===== src/rtl/game_pkg.sv =====
// Direction codes shared by the move-command front end and the board-update logic.
package game_pkg;

  typedef logic [1:0] dir_t;

  localparam dir_t DIR_UP    = 2'b00;
  localparam dir_t DIR_DOWN  = 2'b01;
  localparam dir_t DIR_LEFT  = 2'b10;
  localparam dir_t DIR_RIGHT = 2'b11;

  // Bit order of the button vector is {right, left, down, up}.
  function automatic dir_t onehot_to_dir(input logic [3:0] oh);
    dir_t d;
    d = DIR_UP;
    if (oh[1]) d = DIR_DOWN;
    if (oh[2]) d = DIR_LEFT;
    if (oh[3]) d = DIR_RIGHT;
    return d;
  endfunction

endpackage


===== src/rtl/cmd_fifo.sv =====
// Circular command buffer with flush, fill count and sticky overflow flag.
// Head is visible combinationally from registered state, so a pop exposes the next entry with no bubble.
module cmd_fifo #(
  parameter int DEPTH = 4,
  parameter int CW    = 3
) (
  input  logic          clk,
  input  logic          clr,
  input  logic          push,
  input  logic [1:0]    push_dat,
  input  logic          pop,
  input  logic          flush,
  output logic [1:0]    head_dat,
  output logic          empty,
  output logic [CW-1:0] fill,
  output logic          overflow
);

  localparam int AW = $clog2(DEPTH);

  logic [1:0]    mem_q [DEPTH];
  logic [1:0]    mem_d [DEPTH];
  logic [AW-1:0] wr_q, wr_d, rd_q, rd_d;
  logic [CW-1:0] fill_q, fill_d;
  logic          overflow_q, overflow_d;
  logic          full, do_pop, do_push;

  assign empty    = (fill_q == '0);
  assign full     = (fill_q == CW'(DEPTH));
  assign fill     = fill_q;
  assign overflow = overflow_q;
  assign head_dat = empty ? 2'b00 : mem_q[rd_q];

  always_comb begin
    mem_d      = mem_q;
    wr_d       = wr_q;
    rd_d       = rd_q;
    fill_d     = fill_q;
    overflow_d = overflow_q;
    do_pop     = pop && !empty;
    // A full buffer still accepts a push when the head leaves on the same edge.
    do_push    = push && (!full || do_pop);
    if (flush) begin
      rd_d   = wr_q;
      fill_d = '0;
    end else begin
      if (do_push) begin
        mem_d[wr_q] = push_dat;
        wr_d        = wr_q + 1'b1;
      end
      if (do_pop) rd_d = rd_q + 1'b1;
      fill_d = fill_q + CW'(do_push) - CW'(do_pop);
      if (push && !do_push) overflow_d = 1'b1;
    end
  end

  always_ff @(posedge clk or negedge clr) begin
    if (!clr) begin
      for (int i = 0; i < DEPTH; i++) mem_q[i] <= '0;
      wr_q       <= '0;
      rd_q       <= '0;
      fill_q     <= '0;
      overflow_q <= 1'b0;
    end else begin
      mem_q      <= mem_d;
      wr_q       <= wr_d;
      rd_q       <= rd_d;
      fill_q     <= fill_d;
      overflow_q <= overflow_d;
    end
  end

endmodule


===== src/rtl/move_cmd_queue.sv =====
// Turns asynchronous button levels into a queue of move commands: sync, press detect, ambiguity reject.
// Held buttons produce one event; simultaneous presses pulse conflict; halt flushes and discards.
module move_cmd_queue
  import game_pkg::*;
#(
  parameter int DEPTH = 4,
  parameter int CW    = 3
) (
  input  logic          clk,
  input  logic          clr,
  input  logic          up_in,
  input  logic          down_in,
  input  logic          left_in,
  input  logic          right_in,
  input  logic          halt,
  input  logic          cmd_ready,
  output logic          cmd_valid,
  output logic [1:0]    cmd_dir,
  output logic [CW-1:0] fill,
  output logic          overflow,
  output logic          conflict
);

  logic [3:0] s1_q, s1_d, s2_q, s2_d, p_q, p_d;
  logic       conflict_q, conflict_d;
  logic [3:0] ev;
  logic       multi, push, pop, empty;
  dir_t       push_dir;

  always_comb begin
    s1_d       = {right_in, left_in, down_in, up_in};
    s2_d       = s1_q;
    p_d        = s2_q;
    ev         = s2_q & ~p_q;
    multi      = ((ev & (ev - 4'd1)) != 4'd0);
    push       = (ev != 4'd0) && !multi && !halt;
    push_dir   = onehot_to_dir(ev);
    conflict_d = multi && !halt;
  end

  assign cmd_valid = !empty;
  assign pop       = cmd_valid && cmd_ready;
  assign conflict  = conflict_q;

  // Everything resets to zero, so a button held through reset release reads as a fresh press.
  always_ff @(posedge clk or negedge clr) begin
    if (!clr) begin
      s1_q       <= '0;
      s2_q       <= '0;
      p_q        <= '0;
      conflict_q <= 1'b0;
    end else begin
      s1_q       <= s1_d;
      s2_q       <= s2_d;
      p_q        <= p_d;
      conflict_q <= conflict_d;
    end
  end

  cmd_fifo #(.DEPTH(DEPTH), .CW(CW)) u_fifo (
    .clk      (clk),
    .clr      (clr),
    .push     (push),
    .push_dat (push_dir),
    .pop      (pop),
    .flush    (halt),
    .head_dat (cmd_dir),
    .empty    (empty),
    .fill     (fill),
    .overflow (overflow)
  );

endmodule

===== config.mk =====
export PLATFORM = sky130hd
export DESIGN_NAME = move_cmd_queue
export DESIGN_NICKNAME = d
export VERILOG_FILES = /design/src/rtl/game_pkg.sv /design/src/rtl/cmd_fifo.sv /design/src/rtl/move_cmd_queue.sv
export SDC_FILE = /design/constraint.sdc
export NUM_CORES = 1
export LEC_CHECK = 0
export ABC_CLOCK_PERIOD_IN_PS = 3200
export BUFFER_PORTS_ARGS = -buffer_cell sky130_fd_sc_hd__buf_2
export CORE_ASPECT_RATIO = 0.5
export CORE_MARGIN = 5
export CORE_UTILIZATION = 50
export CTS_BUF_LIST = sky130_fd_sc_hd__clkbuf_8
export DETAILED_ROUTE_END_ITERATION = 10
export PLACE_DENSITY = 0.7
export SLEW_MARGIN = 20
export SYNTH_ARGS = -nofsm -noshare
export SYNTH_HDL_FRONTEND = slang
export SYNTH_HIERARCHICAL = 1
export SYNTH_SLANG_ARGS = --single-unit

===== constraint.sdc =====
create_clock -name clk -period 3.2 [get_ports clk]
set_input_delay 0.64 -clock clk [delete_from_list [all_inputs] [get_ports clk]]
set_output_delay 0.64 -clock clk [all_outputs]
set_load 0.005 [all_outputs]

-- Word level (Yosys, flattened, before mapping)
Cells that the tools add are included.
- register bits after elaboration: 29
- latch bits: 0
- RAM bits: 0
- bits in read-only memories: 0
- input port bits: 8
- output and inout bits: 8
- logic and storage cells: 60
- memories kept: 0
- add/sub/neg operators: 5
- multiply operators: 0
- div/mod/pow operators: 0
- magnitude comparators: 3
- eq/ne operators: 1
- shift-type cells: 0
- muxes and demuxes: 13
- bitwise logic cells: 6
- reduce and logical (&&, ||, !) cells: 20
- operators with widths (operator ; count):
    2-to-1 mux 2 bit ; 8
    AND 4 bit ; 2
    bitwise mux 8 bit ; 1
    logical AND 1 bit ; 8
    nonzero test 4 bit ; 2
    greater-or-equal comparator 3 bit (second input constant) ; 2
    inverter 2 -> 3 bit ; 2
    zero test 1 bit ; 5
    adder 2 x 1 -> 2 bit (second input constant) ; 2
    binary-select mux 2 bit (select 2 bit) ; 1
    demux 2 bit (select 2 bit) ; 1
    inverter 4 bit ; 1
    AND reduction 2 bit ; 2
    subtractor 4 x 1 -> 4 bit (second input constant) ; 1
    adder 3 x 1 -> 3 bit ; 1
    equality test 3 bit (second input constant) ; 1
    zero test 3 bit ; 1
    < comparator 3 x 1 -> 1 bit (second input constant) ; 1
    2-to-1 mux 3 bit ; 1
    subtractor 3 x 1 -> 3 bit ; 1
    nonzero test 2 bit ; 1
    logical OR 1 bit ; 1
    2-to-1 mux 1 bit ; 1
    inverter 1 bit ; 1

-- Longest topological paths before layout
Gate-level depths: netlist of run 1.
- depth after elaboration: 12
- mapped depth: 12
- gate-level depth less buffers: 12

-- Hierarchy
Netlist of run 1, hierarchy kept.
- modules (own cells, without submodules) (module ; instances ; cells each ; area each (sq um) ; seq. area each (sq um)):
    cmd_fifo ; 1 ; 67 ; 875.8 ; 400.4
    move_cmd_queue ; 1 ; 33 ; 465.4 ; 325.3

-- Worst setup path after synthesis of run 1
OpenSTA, ideal clock, no wires.
- kind: register to register
- start point: register u_fifo.fill_q[1], in the netlist u_fifo/fill[1]
- end point: register u_fifo.fill_q[2], in the netlist u_fifo/fill[2]
- setup time: 86 ps
- arrival: 2603 ps
- required time: 3114 ps
- path slack: 511 ps
- stages on the path, launching flop included: 13
- path buffers: 0
- period minus slack after synthesis: 2689 ps
- cell sequence: dfrtp_1 -> nor3_1 -> nor2b_1 -> nor4b_4 -> nand2b_1 -> ha_1 -> inv_1 -> ha_1 -> inv_1 -> fa_1 -> xor2_1 -> and2_1 -> nor3_1
- word-level cells in the longest chain between the ends: 9
- elaborated cells on any way between the ends: 11
- those cells by class: add/sub (2); eq/ne (1); mux (1); reduce/logical (7)
- RTL lines (element ; line ; source):
    from (decl) ; cmd_fifo.sv:24 ; logic [CW-1:0] fill_q, fill_d;
    from (signal assigned) ; cmd_fifo.sv:68 ; fill_q <= fill_d;
    zero test 3 bit * ; cmd_fifo.sv:28 ; assign empty = (fill_q == '0);
    named net empty ; move_cmd_queue.sv:27 ; logic multi, push, pop, empty;
    zero test 1 bit * ; move_cmd_queue.sv:41 ; assign cmd_valid = !empty;
    logical AND 1 bit * ; move_cmd_queue.sv:42 ; assign pop = cmd_valid && cmd_ready;
    named net pop ; move_cmd_queue.sv:27 ;
    logical AND 1 bit * ; cmd_fifo.sv:40 ; do_pop = pop && !empty;
    logical OR 1 bit ; cmd_fifo.sv:42 ; do_push = push && (!full || do_pop);
    logical AND 1 bit ; cmd_fifo.sv:42 ;
    adder 3 x 1 -> 3 bit ; cmd_fifo.sv:52 ; fill_d = fill_q + CW'(do_push) - CW'(do_pop);
    subtractor 3 x 1 -> 3 bit * ; cmd_fifo.sv:52 ;
    2-to-1 mux 3 bit * ; cmd_fifo.sv:43 ; if (flush) begin
    named net u_fifo.fill_d[2] ; cmd_fifo.sv:24 ;
Mark *: on every way through the listed nets, which the timed path passes. The rest lies on a longest branch.
A chain may end at the register's enable or synchronous reset.

-- Worst setup path after layout of run 1
Same ends and word-level chain as after synthesis.

==> results of run 1 <==
[state kept, by name, summed over array words and instances (netlist names)]
signal	count
u_fifo/rd_q	2
s1_q	4
u_fifo/fill	3
u_fifo/wr_q	2
u_fifo/mem_q	8
conflict	1
p_q	4
p_d	4
u_fifo/overflow	1
[metrics by stage]
stage                     cells  setup slack (ps)  utilization [%]  hold slack [ps]  total power, uW
after floorplan             100             511.1                -            331.2            814.3
after global placement      152             482.7            56.70            332.3            939.0
after detailed placement    152             442.0            56.70            334.7            956.4
after CTS                   159             390.0            60.72            349.7             1322
after global routing        159             191.3            60.72            360.9             1410
final                       159             444.2            60.72            347.6             1301
[logic make-up (layout without fill, tap and decap cells)]
logic type	Yosys count	after routing	share of synthesized area, %
compound gates	13	13	6.904
xor+xnor	4	4	2.612
fa+ha+maj	7	7	7.089
buf+inv	8	30	2.239
flops	29	29	54.10
mux	11	11	10.91
simple gates	28	28	16.14
[report_power, final]
group,total (uW),switching [uW],internal (uW)
clock network,357,131,226
registers,567,99.6,468
logic,376,155,221
[area by class of cell]
class	count	area, um2
clock buffers	5	68.82
clock inverters	2	35.03
fillers	211	1016
inverters	7	26.28
multi-input cells	63	585.6
flip-flops and latches	29	725.7
well taps	37	46.29
repair buffers	16	82.58
[layer usage]
layer	GRT usage, %	vias up	share of wire, %
li1	-	395	-
met1	17.20	397	47
met2	20.86	16	46
met3	5.893	3	6.1
met4	5.863	0	0.79
met5	0	-	0
[placed cells by master (no fill, tap or decap), types with 2 or more instances in the layout]
master / count
dfrtp_1: 29
buf_2: 15
mux2_2: 9
inv_1: 7
nor2b_1: 6
ha_1: 6
nand2b_1: 5
clkbuf_8: 5
and4bb_2: 4
o21ai_0: 3
nand2_1: 3
nor2_1: 3
xor2_1: 3
nor2b_4: 2
nor3_1: 2
mux4_2: 2
[final timing paths]
path	startpoint	endpoint	slack (ps)
max	u_fifo/fill[1]$_DFF_PN0_	u_fifo/fill[2]$_DFF_PN0_	440
min	s1_q[0]$_DFF_PN0_	p_d[0]$_DFF_PN0_	350
max reg2reg	u_fifo/fill[1]$_DFF_PN0_	u_fifo/fill[2]$_DFF_PN0_	440
min reg2reg	s1_q[0]$_DFF_PN0_	p_d[0]$_DFF_PN0_	350
max in group asynchronous	clr	p_d[2]$_DFF_PN0_	2410
min in group asynchronous	clr	u_fifo/fill[2]$_DFF_PN0_	380
[worst max-delay path: stages, from the launching register on]
cell and delay [ps]:
dfrtp_1 480, nor3_1 280, nor2b_1 130, nor4b_4 350, nand2b_1 170, ha_1 230, inv_1 60, ha_1 130
inv_1 50, fa_1 370, xor2_1 160, and2_1 160, nor3_1 110
==> run_results.csv, run 1 <==
group,metric,value,unit
run_status,status,"complete, no violations",
clocking,clkTransAtPathRegs,60,ps
synth,synth_cells,100,
sta,period_share,86.12,%
synth,synth_flop_cell,"dfrtp_1",
synth,synth_seq_area_share,54.10,%
synth,synth_top_area_share,54.10,%
power,power_leakage,0.0007568,uW
setup_path,cp-end-kind,"flop",
floorplan,pin_count,16,
sta,achievable-frequency,362.9,MHz
power,cellPowerDensity,828.4,mW/mm2
synth,avgSynthCellArea,13.41,um2
cells_and_area,final_nets,137,
clocking,cts_root_buffer,"clkbuf_8",
place,placed_cell_area,0.001466,mm2
sta,finalSetupTns,0,ps
cells_and_area,drive_gt1_share,34.43,%
drt,post_drt_wl_per_cell,13.58,um
sta,finalCriticalPeriod,2756,ps
floorplan,start_util,51.86,%
drt,drcViolationCount,0,
flow_run,max_cap_viol_count,0,
drt,ant_nets,0,
sta,slew_headroom,58.15,%
sta,tightestPinTransition,627.8,ps
setup_path,startpoint_type,"flop",
drt,vias_per_cell,5.101,
synth,netlist_area,0.001341,mm2
sta,slew_viol_final,0,
synth,synth_area_leaders,"dfrtp_1 54%, mux2_2 7.6%, ha_1 5.6%",
drt,wirelength,2159,um
sta,rsz0062_at_grt,"no",
synth,async_reset_ff_share,100.0,%
place,gp_congestion,0.7426,
sta,setup_violations,0,
worst_hold_path,min_delay_path_depth,0,
clocking,cts_setup_buffers,0,
clocking,clock_path_buffers,2,
floorplan,coreArea,0.002586,mm2
floorplan,dieHeight,46.63,um
clocking,h-tree-depth,2,
setup_path,critPathKind,"flop to flop",
global_routing,overflow,0,
drt,initialDrtViolationCount,33,
drt,first_pass_iters,4,
global_routing,grt_max_degree,30,
clocking,hold_buffers,0,
clocking,clock_latency,270,ps
setup_path,critPathRequiredTime,3400,ps
place,place_hpwl,1558,um
floorplan,dieArea,0.003881,mm2
synth,ys_types,30,
clocking,cts.sinks,29,
synth,syn_nets,115,
synth,ys_seq_elements,29,
setup_path,worst-r2r-cell-count,12,
synth,synth_top_area_cell,"dfrtp_1",
sta,skew,3.907,ps
power,peakVddDrop,0.0003749,V
floorplan,rows,13,
cells_and_area,area_delta_synth_final,17.07,%
global_routing,antenna_found_initial,0,
setup_path,critPathMaxFanout,8,
cells_and_area,final_area,0.001570,mm2
global_routing,grt_pass1_wl,3953,um
clocking,cts_resized,0,
cells_and_area,insertedDiodeCount,0,
global_routing,grtUsageTotal,13.63,%
global_routing,grt_pass1_vias,831,
place,port_buffers,15,
synth,yosysMostFrequentCell,"dfrtp_1",
drt,dr_total_vias,811,
synth,ys_top_cells_by_count,"29 x dfrtp_1, 9 x mux2_2, 7 x inv_1, 6 x ha_1, 6 x nor2b_1",
sta,hold_violations,0,
clocking,tritoncts,"yes",
synth,yosysWarnings,6,
floorplan,die_w,83.25,um
synth,synth_edf_count,0,
setup_path,crit_arrival,2950,ps
worst_hold_path,hp-class,"flop to flop",
clocking,cts_buffers,5,
Note: power is estimated with default switching activity, not from simulation.
==> run 2, diff against run 1 <==
--- a/config.mk
+++ b/config.mk
@@ -7,7 +7,7 @@
 export LEC_CHECK = 0
 export ABC_CLOCK_PERIOD_IN_PS = 3200
 export BUFFER_PORTS_ARGS = -buffer_cell sky130_fd_sc_hd__buf_2
-export CORE_ASPECT_RATIO = 0.5
+export CORE_ASPECT_RATIO = 1.5
 export CORE_MARGIN = 5
 export CORE_UTILIZATION = 50
 export CTS_BUF_LIST = sky130_fd_sc_hd__clkbuf_8
==> run_results.csv, run 2 (synthesis results as in run 1) <==
group,metric,value,unit
place,port_buffers,15,
power,power_leakage,0.0007570,uW
floorplan,coreArea,0.002619,mm2
clocking,clock_latency,280,ps
sta,setup_violations,0,
sta,tightestPinTransition,630.3,ps
sta,finalSetupTns,0,ps
setup_path,critical-path-max-stage-delay,490,ps
place,place_hpwl,1673,um
floorplan,die_w,52.29,um
drt,first_pass_iters,4,
cells_and_area,final_area,0.001568,mm2
drt,drcViolationCount,0,
floorplan,dieArea,0.003840,mm2
cells_and_area,fin_util,59.87,%
sta,slew_viol_final,0,
cells_and_area,area_delta_synth_final,16.88,%
power,total_power,1265,uW
clocking,cts_root_buffer,"clkbuf_8",
cells_and_area,final_cell_mix,"29 x dfrtp_1, 15 x buf_2, 9 x mux2_2, 7 x inv_1, 7 x clkbuf_8",
drt,ant_nets,0,
cells_and_area,top_register,"u_fifo/mem_q",
cells_and_area,largest_reg_flops,8,
drt,post_drt_wl_per_cell,14.32,um
sta,finalCriticalPeriod,2846,ps
drt,initialDrtViolationCount,21,
sta,period_share,88.93,%
setup_path,worst-r2r-cell-count,12,
worst_hold_path,hp-class,"flop to flop",
setup_path,critPathRequiredTime,3390,ps
cells_and_area,mostFrequentLayoutCell,"dfrtp_1",
power,cellPowerDensity,807.2,mW/mm2
sta,hold_violations,0,
clocking,h-tree-depth,2,
sta,rsz0062_at_grt,"no",
run_status,status,"complete, no violations",
cells_and_area,drive_gt1_share,34.96,%
floorplan,dieHeight,73.44,um
global_routing,antenna_found_initial,0,
clocking,clkTransAtPathRegs,60,ps
clocking,cts_buffers,5,
sta,slew_headroom,57.98,%
setup_path,startpoint_type,"flop",
place,placed_cell_area,0.001466,mm2
cells_and_area,final_nets,137,
drt,dr_total_vias,821,
setup_path,crit_arrival,3040,ps
place,gp_congestion,0.7804,
sta,achievable-frequency,351.4,MHz
drt,vias_per_cell,5.131,
setup_path,critPathBufInv,2,
setup_path,critPathKind,"flop to flop",
flow_run,max_cap_viol_count,0,
floorplan,pin_count,16,
sta,skew,10.52,ps
setup_path,cp-end-kind,"flop",
global_routing,grt_pass1_vias,861,
setup_path,cp_num_cells,12,
global_routing,grt_max_degree,30,
drt,wirelength,2291,um
setup_path,critPathMaxFanout,8,
clocking,hold_buffers,0,
sta,whs,345.8,ps
floorplan,rows,23,
floorplan,start_util,51.22,%
clocking,cts_resized,0,
global_routing,grt_pass1_wl,3926,um
clocking,cts.sinks,29,
clocking,clock_path_buffers,2,
clocking,tritoncts,"yes",
setup_path,path_cells,"nor3_1, nor2b_1, nor4b_4, nand2b_1, ha_1, inv_1, ha_1, inv_1, fa_1, xor2_1, and2_1, nor3_1",
worst_hold_path,min_delay_path_depth,0,
setup_path,cp_slowest_cell,"dfrtp_1",
power,peakVddDrop,0.0003712,V
cells_and_area,insertedDiodeCount,0,
clocking,cts_setup_buffers,0,
setup_path,cp_top_family,"simple AND/OR/NAND/NOR gates",
global_routing,grtUsageTotal,14.44,%
global_routing,overflow,0,
==> run 2: cell types whose count changed in the layout (fill, tap and decap cells not counted) <==
cell / previous run / this run
clkbuf_8: 5 / 7
bufinv_16: 1 / 0
==> run 2: power by group <==
group | switching [uW] | leakage (uW) | internal (uW)
Clock | 128 | 0.0000542 | 194
Sequential | 97.3 | 0.000355 | 468
Combinational | 157 | 0.000348 | 221
Total | 383 | 0.000757 | 883
==> run 2: path summary, 6_finish.rpt <==
check,from,endpoint,slack [ps]
setup / recovery,u_fifo/fill[1]$_DFF_PN0_,u_fifo/fill[2]$_DFF_PN0_,350
hold / removal,s1_q[0]$_DFF_PN0_,p_d[0]$_DFF_PN0_,350
setup reg to reg,u_fifo/fill[1]$_DFF_PN0_,u_fifo/fill[2]$_DFF_PN0_,350
hold reg to reg,s1_q[0]$_DFF_PN0_,p_d[0]$_DFF_PN0_,350
max in group asynchronous,clr,s1_q[0]$_DFF_PN0_,2400
min in group asynchronous,clr,u_fifo/fill[2]$_DFF_PN0_,380
==> run 2: metrics by stage <==
stage	cells	setup WS, ps
final	160	354.2
after floorplan	100	511.1
after global routing	160	120.2
after global placement	152	481.1
after detailed placement	152	341.7
after CTS	160	335.2
==> run 2: cell type report <==
cell class / instances / area, um2
flip-flops and latches: 29 / 725.7
inverters: 7 / 26.28
multi-input cells: 63 / 585.6
fillers: 222 / 1051
well taps: 37 / 46.29
clock buffers: 7 / 96.34
repair buffers: 16 / 82.58
clock inverters: 1 / 5.005
==> run 2: metal layers <==
layer,vias up,GRT usage [%],part of all wire [%]
met3,5,4.868,5.7
li1,394,-,-
met2,22,23.90,52
met4,0,8.239,2.2
met5,-,0,0
met1,400,15.78,40
